$ cat src/rtl/bcd_display_controller.sv
// Sequential double-dabble binary-to-BCD converter, one input bit per clock,
// with registered digits and a leading-zero blank mask for the display bank.
module bcd_display_controller #(
   parameter int WIDTH  = 16,
   parameter int DIGITS = 5
) (
   input  logic                  clk,
   input  logic                  rst_n,
   input  logic                  start,
   input  logic [WIDTH-1:0]      bin,
   output logic                  busy,
   output logic                  done,
   output logic [4*DIGITS-1:0]   bcd,
   output logic [DIGITS-1:0]     blank
);

   localparam int CW = $clog2(WIDTH + 1);
   localparam int SW = 4 * DIGITS;

   typedef enum logic {IDLE, SHIFT} state_t;

   state_t            state_q, state_d;
   logic [WIDTH-1:0]  shift_q, shift_d;
   logic [SW-1:0]     scratch_q, scratch_d;
   logic [CW-1:0]     cnt_q, cnt_d;
   logic              busy_q, busy_d;
   logic              done_q, done_d;
   logic [SW-1:0]     bcd_q, bcd_d;
   logic [DIGITS-1:0] blank_q, blank_d;

   logic [SW-1:0]       adjusted;
   logic [SW+WIDTH-1:0] shifted;
   logic                zero_run;

   always_comb begin
      state_d   = state_q;
      shift_d   = shift_q;
      scratch_d = scratch_q;
      cnt_d     = cnt_q;
      busy_d    = busy_q;
      done_d    = 1'b0;
      bcd_d     = bcd_q;
      blank_d   = blank_q;
      adjusted  = '0;
      shifted   = '0;
      zero_run  = 1'b1;

      // Add-3 is digit-local; a corrected digit never exceeds 12 so no carry is lost.
      for (int i = 0; i < DIGITS; i++) begin
         if (scratch_q[4*i +: 4] >= 4'd5)
            adjusted[4*i +: 4] = scratch_q[4*i +: 4] + 4'd3;
         else
            adjusted[4*i +: 4] = scratch_q[4*i +: 4];
      end
      shifted = {adjusted, shift_q} << 1;

      case (state_q)
         IDLE: begin
            if (start) begin
               shift_d   = bin;
               scratch_d = '0;
               cnt_d     = CW'(WIDTH);
               busy_d    = 1'b1;
               state_d   = SHIFT;
            end
         end
         SHIFT: begin
            scratch_d = shifted[SW+WIDTH-1:WIDTH];
            shift_d   = shifted[WIDTH-1:0];
            cnt_d     = cnt_q - CW'(1);
            if (cnt_q == CW'(1)) begin
               bcd_d      = shifted[SW+WIDTH-1:WIDTH];
               blank_d[0] = 1'b0;
               // Blank a position only while every more-significant digit is zero too.
               for (int i = DIGITS - 1; i >= 1; i--) begin
                  zero_run   = zero_run && (shifted[WIDTH + 4*i +: 4] == 4'd0);
                  blank_d[i] = zero_run;
               end
               done_d  = 1'b1;
               busy_d  = 1'b0;
               state_d = IDLE;
            end
         end
         default: state_d = IDLE;
      endcase
   end

   always_ff @(posedge clk) begin
      if (!rst_n) begin
         state_q   <= IDLE;
         shift_q   <= '0;
         scratch_q <= '0;
         cnt_q     <= '0;
         busy_q    <= 1'b0;
         done_q    <= 1'b0;
         bcd_q     <= '0;
         blank_q   <= {{(DIGITS-1){1'b1}}, 1'b0};
      end else begin
         state_q   <= state_d;
         shift_q   <= shift_d;
         scratch_q <= scratch_d;
         cnt_q     <= cnt_d;
         busy_q    <= busy_d;
         done_q    <= done_d;
         bcd_q     <= bcd_d;
         blank_q   <= blank_d;
      end
   end

   assign busy  = busy_q;
   assign done  = done_q;
   assign bcd   = bcd_q;
   assign blank = blank_q;

endmodule

$ cat config.mk
export PLATFORM = sky130hd
export DESIGN_NAME = bcd_display_controller
export DESIGN_NICKNAME = d
export VERILOG_FILES = /design/src/rtl/bcd_display_controller.sv
export SDC_FILE = /design/constraint.sdc
export NUM_CORES = 1
export LEC_CHECK = 0
export BUFFER_PORTS_ARGS = -buffer_cell sky130_fd_sc_hd__buf_2
export CORE_MARGIN = 5
export CORE_UTILIZATION = 57
export DETAILED_ROUTE_END_ITERATION = 6
export PLACE_DENSITY = 0.79
export SLEW_MARGIN = 10
export SYNTH_ARGS = -nofsm -noshare
export SYNTH_HDL_FRONTEND = slang
export SYNTH_SLANG_ARGS = --single-unit
export TNS_END_PERCENT = 5
$ cat constraint.sdc
create_clock -name clk -period 2.1 [get_ports clk]
set_input_delay 0.42 -clock clk [delete_from_list [all_inputs] [get_ports clk]]
set_output_delay 0.42 -clock clk [all_outputs]
set_load 0.02 [all_outputs]
==> results of run 1 <==
per-stage QoR:
step | hold WS (ps) | total power, mW | utilization | area, um2 | setup slack, ps
global route | 389 | 2.82 | 0.682 | 3750 | 30.4
CTS | 368 | 2.73 | 0.681 | 3750 | 107
floorplan | 445 | 1.57 | - | 3230 | 332
global placement | 441 | 1.63 | 0.644 | 3540 | 368
finish | 382 | 2.71 | 0.682 | 3750 | 198
detailed placement | 445 | 1.64 | 0.644 | 3540 | 248
state kept, by name, summed over array words and instances, names as in the netlist:
name       count
bcd           20
blank          4
done           1
scratch_q     20
busy           1
state_q        1
shift_q       16
cnt_q          5
how the worst max path moves through the flow:
| stage | startpoint | endpoint | slack, ps | cells after the start |
|---|---|---|---|---|
| floorplan | scratch_q[16]$_SDFFE_PN0P_ | blank[1]$_SDFFE_PN1P_ | 330 | 7 |
| global placement | scratch_q[13]$_SDFFE_PN0P_ | blank[1]$_SDFFE_PN1P_ | 370 | 7 |
| detailed placement | scratch_q[16]$_SDFFE_PN0P_ | blank[1]$_SDFFE_PN1P_ | 250 | 7 |
| CTS | scratch_q[16]$_SDFFE_PN0P_ | blank[1]$_SDFFE_PN1P_ | 110 | 7 |
| global route | scratch_q[16]$_SDFFE_PN0P_ | blank[1]$_SDFFE_PN1P_ | 30 | 7 |
| finish | scratch_q[4]$_SDFFE_PN0P_ | blank[1]$_SDFFE_PN1P_ | 200 | 7 |
power by group through the flow:
stage / Sequential [mW] / Clock (mW) / Combinational (mW)
floorplan: 1.39 / 0 / 0.177
global placement: 1.39 / 0 / 0.247
detailed placement: 1.39 / 0 / 0.254
CTS: 1.36 / 1.12 / 0.254
global route: 1.36 / 1.18 / 0.282
finish: 1.36 / 1.09 / 0.254
metal layers:
layer  vias up  global-route usage  wire (um)
met1      1285               0.250       3160
met5         -                   0          0
met3        11              0.0583        498
li1       1441                   -          -
met2        76               0.349       3500
met4         0              0.0935        129
critical path, cell delays in order, from the launching register on:
cell and delay [ps]:
dfxtp_1 370, inv_1 130, ha_1 270, nand2b_1 100, a21oi_1 340, mux2i_1 260, nand3_1 110, o311ai_2 220
cell type report:
cell class | count | area, um2
well taps | 72 | 90.1
inverters | 14 | 52.6
flip-flops and latches | 68 | 1360
fillers | 457 | 1750
clock inverters | 4 | 47.5
multi-input cells | 290 | 1720
clock buffers | 12 | 155
repair buffers | 58 | 325
cell usage in the layout (no fill, tap or decap), types with 2 or more instances in the layout:
cell type / Yosys / layout
a211oi_1: 7 / 7
a21oi_1: 58 / 57
a21oi_2: 1 / 2
buf_2: 8 / 44
buf_4: 1 / 14
clkbuf_8: 0 / 11
clkinv_2: 0 / 2
dfxtp_1: 68 / 67
ha_1: 12 / 12
inv_1: 14 / 14
mux2i_1: 25 / 24
nand2_1: 43 / 43
nand2b_1: 6 / 6
nand3_1: 7 / 7
nor2_1: 65 / 65
nor2_4: 2 / 2
nor3_1: 16 / 16
nor3b_1: 14 / 14
o21a_1: 3 / 3
o21ai_0: 7 / 7
o21ai_1: 2 / 2
xnor2_1: 5 / 5
cells by family after synthesis:
logic type                 share of synthesized area
AOI/OAI and AO/OA                              0.151
DFF                                            0.421
and+or+nand+nor                                0.238
other                                        0.00116
buffers and inverters                         0.0484
adders and majority gates                     0.0465
xor gates and xnor gates                      0.0163
muxes                                         0.0774
==> out/results.env, run 1 <==
RUN_STATUS='finished, final reports clean'
SYNTH_SEQ_AREA_SHARE=0.421
YOSYS.CELL_COUNT.TOP_TYPE='dfxtp_1'
MIN_PATH_TYPE='in -> reg'
YOSYSWARNINGS=0
CRIT-REG2REG-LAUNCH='scratch_q[4]$_SDFFE_PN0P_'
POSTCTSSETUPBUFFERS=0
YOSYSUNIQUECELLTYPES=39
SYNTH_TOP_CELLS_BY_COUNT='dfxtp_1 (68), nor2_1 (65), a21oi_1 (58)'
TRACK_USAGE=0.209
SYN_TO_FINAL_GROWTH_PCT=16.2
FLOORPLAN.DIE.HEIGHT_UM=85.3
FINAL_CRITICAL_PATH_SHARE_OF_THE_CLOCK_PERIOD=0.906
HOLD_START='rst_n'
WORSTSKEWPAIRLATENCY_PS=340
FINAL_SETUP_VIOLATION_COUNT=0
DP_HPWL_UM=5130
DETAIL_ROUTE.DRC_VIOLATIONS=0
GRT_START_MAX_NET_PINS=32
DOMINANTREGCELLSYNTH='dfxtp_1'
POSTCTSRESIZEDCELLS=0
P_SWITCHING_mW=0.669
CTS_BUFFER_COUNT=9
POWER.DENSITY_nW_PER_UM2=721
TRITONCTS_CLOCK_TREE='built'
CP.ARRIVAL_PS=2160
CRITICAL_PATH.ENDPOINT_TYPE='flip-flop'
CRITICAL_PATH_PEAK_FANOUT=5
DRTITER0DRC=165
TIMING.CRITICAL_PATH.REQUIRED_PS=2350
DIE_AREA_UM2=7280
MAXCAPVIOLCOUNT=0
SYNTH_SEQ_CELLS=68
ROUTE.FINAL.WIRE_LENGTH_UM=7290
FLOORPLAN.IO_PINS=46
SETUP-TNS-FINAL_PS=0
IO_BUFFERS=44
DRT_PASS_1_ITERS=4
COMBPWRFRAC=0.094
FINAL_MAX_SLEW_VIOL_COUNT=0
POSTSYNTHCELLCOUNT=396
VIA_COUNT_NORMALIZED_BY_INSTANCE_COUNT=5.43
FINAL_LAYOUT_SIZE_SUFFIX_GT1_FRAC=0.186
VIA_COUNT=2813
POWER.IR.VDD_WORST_uV=456
ROUTE.DETAILED.WL_PER_INST_UM=14.1
ANTENNA_CELLS_INSERTED=0
POSTSYNTHNETCOUNT=427
YS_TOP_CELLS_BY_AREA='dfxtp_1 (42%), a21oi_1 (9.0%), mux2i_1 (7.7%), nor2_1 (7.5%), nand2_1 (5.0%)'
SEQPWRFRAC=0.503
DIE_X_UM=85.3
CLK_PIN_SLEW_PS=70
SYN_AREA_UM2=3230
LAYOUTNONFILLERINSTCOUNT=518
CELL_ACCOUNTING_FOR_THE_MOST_SYNTHESIZED_AREA='dfxtp_1'
WORST_FLOP_TO_FLOP_PATH_ENDPOINT='blank[1]$_SDFFE_PN1P_'
CTS-ROOT-BUF='clkbuf_8'
NUMBER_OF_GLOBAL_ROUTE_VIAS_BEFORE_REPAIR=2693
FMAXACHIEVABLE_MHz=526
SYNTH_AREA_PER_CELL_UM2=8.16
FP.COREAREA_UM2=5510
WHS_PATH_DEPTH=2
SYNTH_TOP_AREA_FRAC=0.421
GRT_ANTENNA_BEFORE_REPAIR=0
TIMING.REG2REG.SETUP_SLACK_PS=200
LEAKAGEPOWER_nW=1.60
GRT_PASS1_WL_UM=12200
NUMBER_OF_HOLD_REPAIR_BUFFERS_ADDED_AT_THE_CTS_STAGE=0
SWITCHING_FRACTION_OF_TOTAL_POWER=0.247
INTERNAL_POWER_mW=2.04
NETS=472
FINAL_ANTENNA_NET_COUNT=0
HOLD_CRIT_ENDPOINT='blank[1]$_SDFFE_PN1P_'
NUMBER_OF_FLOPS_MAPPED_TO_ENABLE_CELLS_BY_YOSYS=0
GR_OVFL_TOTAL=0
MIN_PERIOD_PS=1900
SHARE_CLK_OF_TOTAL_POWER=0.404
CTS_MAX_PATH_BUFFERS=2
RSZ0062_AT_GRT='no'
SETUP.WORST_PATH.CLASS='reg -> reg'
NUMCLOCKSINKS=68
TIMING.REG2REG.WORST_PATH_DEPTH=7
HOLD_VIOL_FINAL=0
START_UTIL=0.587
FLOORPLAN.ROWS=27
POSTSYNTH.ASYNCRESETSHARE=0
ROUTABILITYCONGESTION=0.845
CTSHTREEMAXLEVEL=3
DP_CELLS=502
WORSTSETUPSTARTPOINTTYPE='flip-flop'
FINCLKSKEW_PS=3.82
No activity file was read; power rests on OpenSTA's default activity.
==> run 2: changes to the inputs <==
- CORE_UTILIZATION: 57 -> 59
- CTS_BUF_LIST: unset -> sky130_fd_sc_hd__clkbuf_8
- PLACE_DENSITY: 0.79 -> 0.82
==> run 2 against run 1 <==
Effect of this change: global-route usage decreased by 0.98 points; maximum frequency increased by 0.42%; critical path depth unchanged; first-iteration DRC count increased by 4.8%; non-clock buffer count decreased by 1.
==> out/results.env, run 2 (synthesis gave the netlist of run 1 again) <==
DETAILED_PLACE.AREA_UM2=3540  # -0.21%
WHS_PS=367  # -14.1 ps
ROUTE.FINAL.WIRE_LENGTH_UM=6860  # -5.9%
FINAL_AREA_UM2=3710  # -1.2%
POWER.IR.VDD_WORST_uV=433  # -5.2%
ROUTABILITYCONGESTION=0.853  # +0.95%
FINAL_CRITICAL_PATH_SHARE_OF_THE_CLOCK_PERIOD=0.902  # -0.00377
CP.ARRIVAL_PS=2150  # about the same
CPPEAKSTAGEDELAY_PS=320  # -50 ps
FINAL_ANTENNA_NET_COUNT=0  # unchanged
CLK_PIN_SLEW_PS=70  # about the same
DRT_PASS_1_ITERS=4  # unchanged
DIE_X_UM=84.0  # -1.5%
CRITICAL_PATH.ENDPOINT_TYPE='flip-flop'
FLOORPLAN.ROWS=27  # unchanged
TIMING.CRITICAL_PATH.REQUIRED_PS=2360  # about the same
CTS-ROOT-BUF='clkbuf_8'
MIN_PATH_TYPE='in -> reg'
TRACK_USAGE=0.200  # -0.00976
WORSTSKEWPAIRLATENCY_PS=340  # about the same
START_UTIL=0.598  # +0.0110
FMAXACHIEVABLE_MHz=528  # +0.42%
DR_WL_MET2_UM=3230  # -7.9%
TRITONCTS_CLOCK_TREE='built'
LAYOUTNONFILLERINSTCOUNT=517  # -0.19%
MAXCAPVIOLCOUNT=0  # unchanged
CRITICAL_PATH_PEAK_FANOUT=5  # unchanged
MAX_USED_LAYER='met4'
CTSHTREEMAXLEVEL=3  # unchanged
VIA_COUNT_NORMALIZED_BY_INSTANCE_COUNT=5.39  # -0.70%
FP.COREAREA_UM2=5410  # -1.8%
NUMCLOCKSINKS=68  # unchanged
DIE_AREA_UM2=7060  # -3.0%
GRT_PASS1_WL_UM=11600  # -4.7%
LAYOUT.CORE_UTILIZATION=0.686  # +0.00445
CRIT_PATH_TOP_DELAY_CELL='dfxtp_1'
NETS=471  # -0.21%
GRT_START_MAX_NET_PINS=44  # +38%
TOTAL_POWER_mW=2.54  # -6.1%
ROUTEDLENGTHMET1_UM=3110  # -1.4%
MULTI_INPUT_AREA_UM2=1720  # -0.22%
LEAKAGEPOWER_nW=1.59  # -0.50%
VIA_COUNT=2788  # -0.89%
ANTENNA_CELLS_INSERTED=0  # unchanged
WORST_PATH_DOMINANT_CELL_FAMILY='compound AO/OA/AOI/OAI gates'
NUMBER_OF_HOLD_REPAIR_BUFFERS_ADDED_AT_THE_CTS_STAGE=0  # unchanged
POSTCTSRESIZEDCELLS=0  # unchanged
RSZ0062_AT_GRT='no'
ROUTE.DETAILED.WL_PER_INST_UM=13.3  # -5.7%
FINAL_LAYOUT_SIZE_SUFFIX_GT1_FRAC=0.182  # -0.00408
GR_OVFL_TOTAL=0  # unchanged
FINALWORSTSETUPSLACK_PS=206  # +7.91 ps
FINAL_MAX_SLEW_VIOL_COUNT=0  # unchanged
SETUP-TNS-FINAL_PS=0  # unchanged
MIN_PERIOD_PS=1890  # -7.91 ps
WORSTSETUPSTARTPOINTTYPE='flip-flop'
CTS_BUFFER_COUNT=9  # unchanged
NUMBER_OF_GLOBAL_ROUTE_VIAS_BEFORE_REPAIR=2634  # -2.2%
PRE_CTS_WS_PS=228  # -20.3 ps
SETUP.WORST_PATH.CLASS='reg -> reg'
POWER.DENSITY_nW_PER_UM2=685  # -5.0%
HOLD_VIOL_FINAL=0  # unchanged
FINAL_SETUP_VIOLATION_COUNT=0  # unchanged
MET3WIRELENGTH_UM=382  # -23%
FLOORPLAN.IO_PINS=46  # unchanged
POSTCTSSETUPBUFFERS=0  # unchanged
DP_HPWL_UM=4780  # -6.7%
CP_CELL_SEQUENCE='inv_1, ha_1, nand2b_1, a21oi_2, mux2i_1, nand4_2, o311ai_2'
FLOORPLAN.DIE.HEIGHT_UM=84.0  # -1.5%
FINCLKSKEW_PS=9.13  # +5.31 ps
FINAL_CELL_MIX='dfxtp_1 (67), nor2_1 (65), a21oi_1 (57)'
IO_BUFFERS=44  # unchanged
MOST_COMMON_LIBRARY_CELL_IN_THE_LAYOUT_IGNORING_FILL_AND_TAPS='dfxtp_1'
GRT_ANTENNA_BEFORE_REPAIR=0  # unchanged
RUN_STATUS='finished, final reports clean'
LAYOUT.AREA.SEQ_UM2=1360  # unchanged
SYN_TO_FINAL_GROWTH_PCT=14.8
CTS_MAX_PATH_BUFFERS=2  # unchanged
DETAIL_ROUTE.DRC_VIOLATIONS=0  # unchanged
DRTITER0DRC=173  # +4.8%
LAYOUT.FILLER_CELLS=458  # +0.22%
DP_CELLS=501  # -0.20%
WORSTPATHBUFFERINVERTERCOUNT=1  # unchanged
## run 2: cell types whose count changed in the layout (fill, tap and decap cells not counted), sizes merged
cell    before  now
bufinv       1    0
clkinv       2    4
inv         14   15
clkbuf      12   10
buf         58   57
## run 2: worst reg2reg max path, cell delays in order (launching register included)
cell	delay (ps)
dfxtp_1	320
inv_1	140
ha_1	260
nand2b_1	120
a21oi_2	280
mux2i_1	260
nand4_2	150
o311ai_2	280
## run 2: final timing paths
kind | cells past startpoint | end | slack, ps | from
min | 2 | blank[1]$_SDFFE_PN1P_ | 370 | rst_n
min reg2reg | 2 | bcd[0]$_SDFFE_PN0P_ | 450 | bcd[0]$_SDFFE_PN0P_
max reg2reg | 7 | blank[1]$_SDFFE_PN1P_ | 210 | scratch_q[13]$_SDFFE_PN0P_
max | 7 | blank[1]$_SDFFE_PN1P_ | 210 | scratch_q[13]$_SDFFE_PN0P_
## run 2: metal layers
layer	up-vias	track usage
li1	1431	-
met1	1271	0.250
met2	74	0.328
met3	12	0.0444
met4	0	0.0877
met5	-	0
## run 2: power breakdown
group / leakage [nW] / total [mW] / internal (mW) / switching (mW)
clock network: 0.0930 / 0.929 / 0.447 / 0.482
registers: 0.552 / 1.36 / 1.33 / 0.0319
logic: 0.945 / 0.249 / 0.0967 / 0.152
## run 2: cell type report
class,count,area share
tap,72,0.0243
sequential,68,0.367
clock buffer,10,0.0371
clock inverter,6,0.00843
timing repair buffer,57,0.0857
inverter,14,0.0142
multi-input combinational,290,0.463
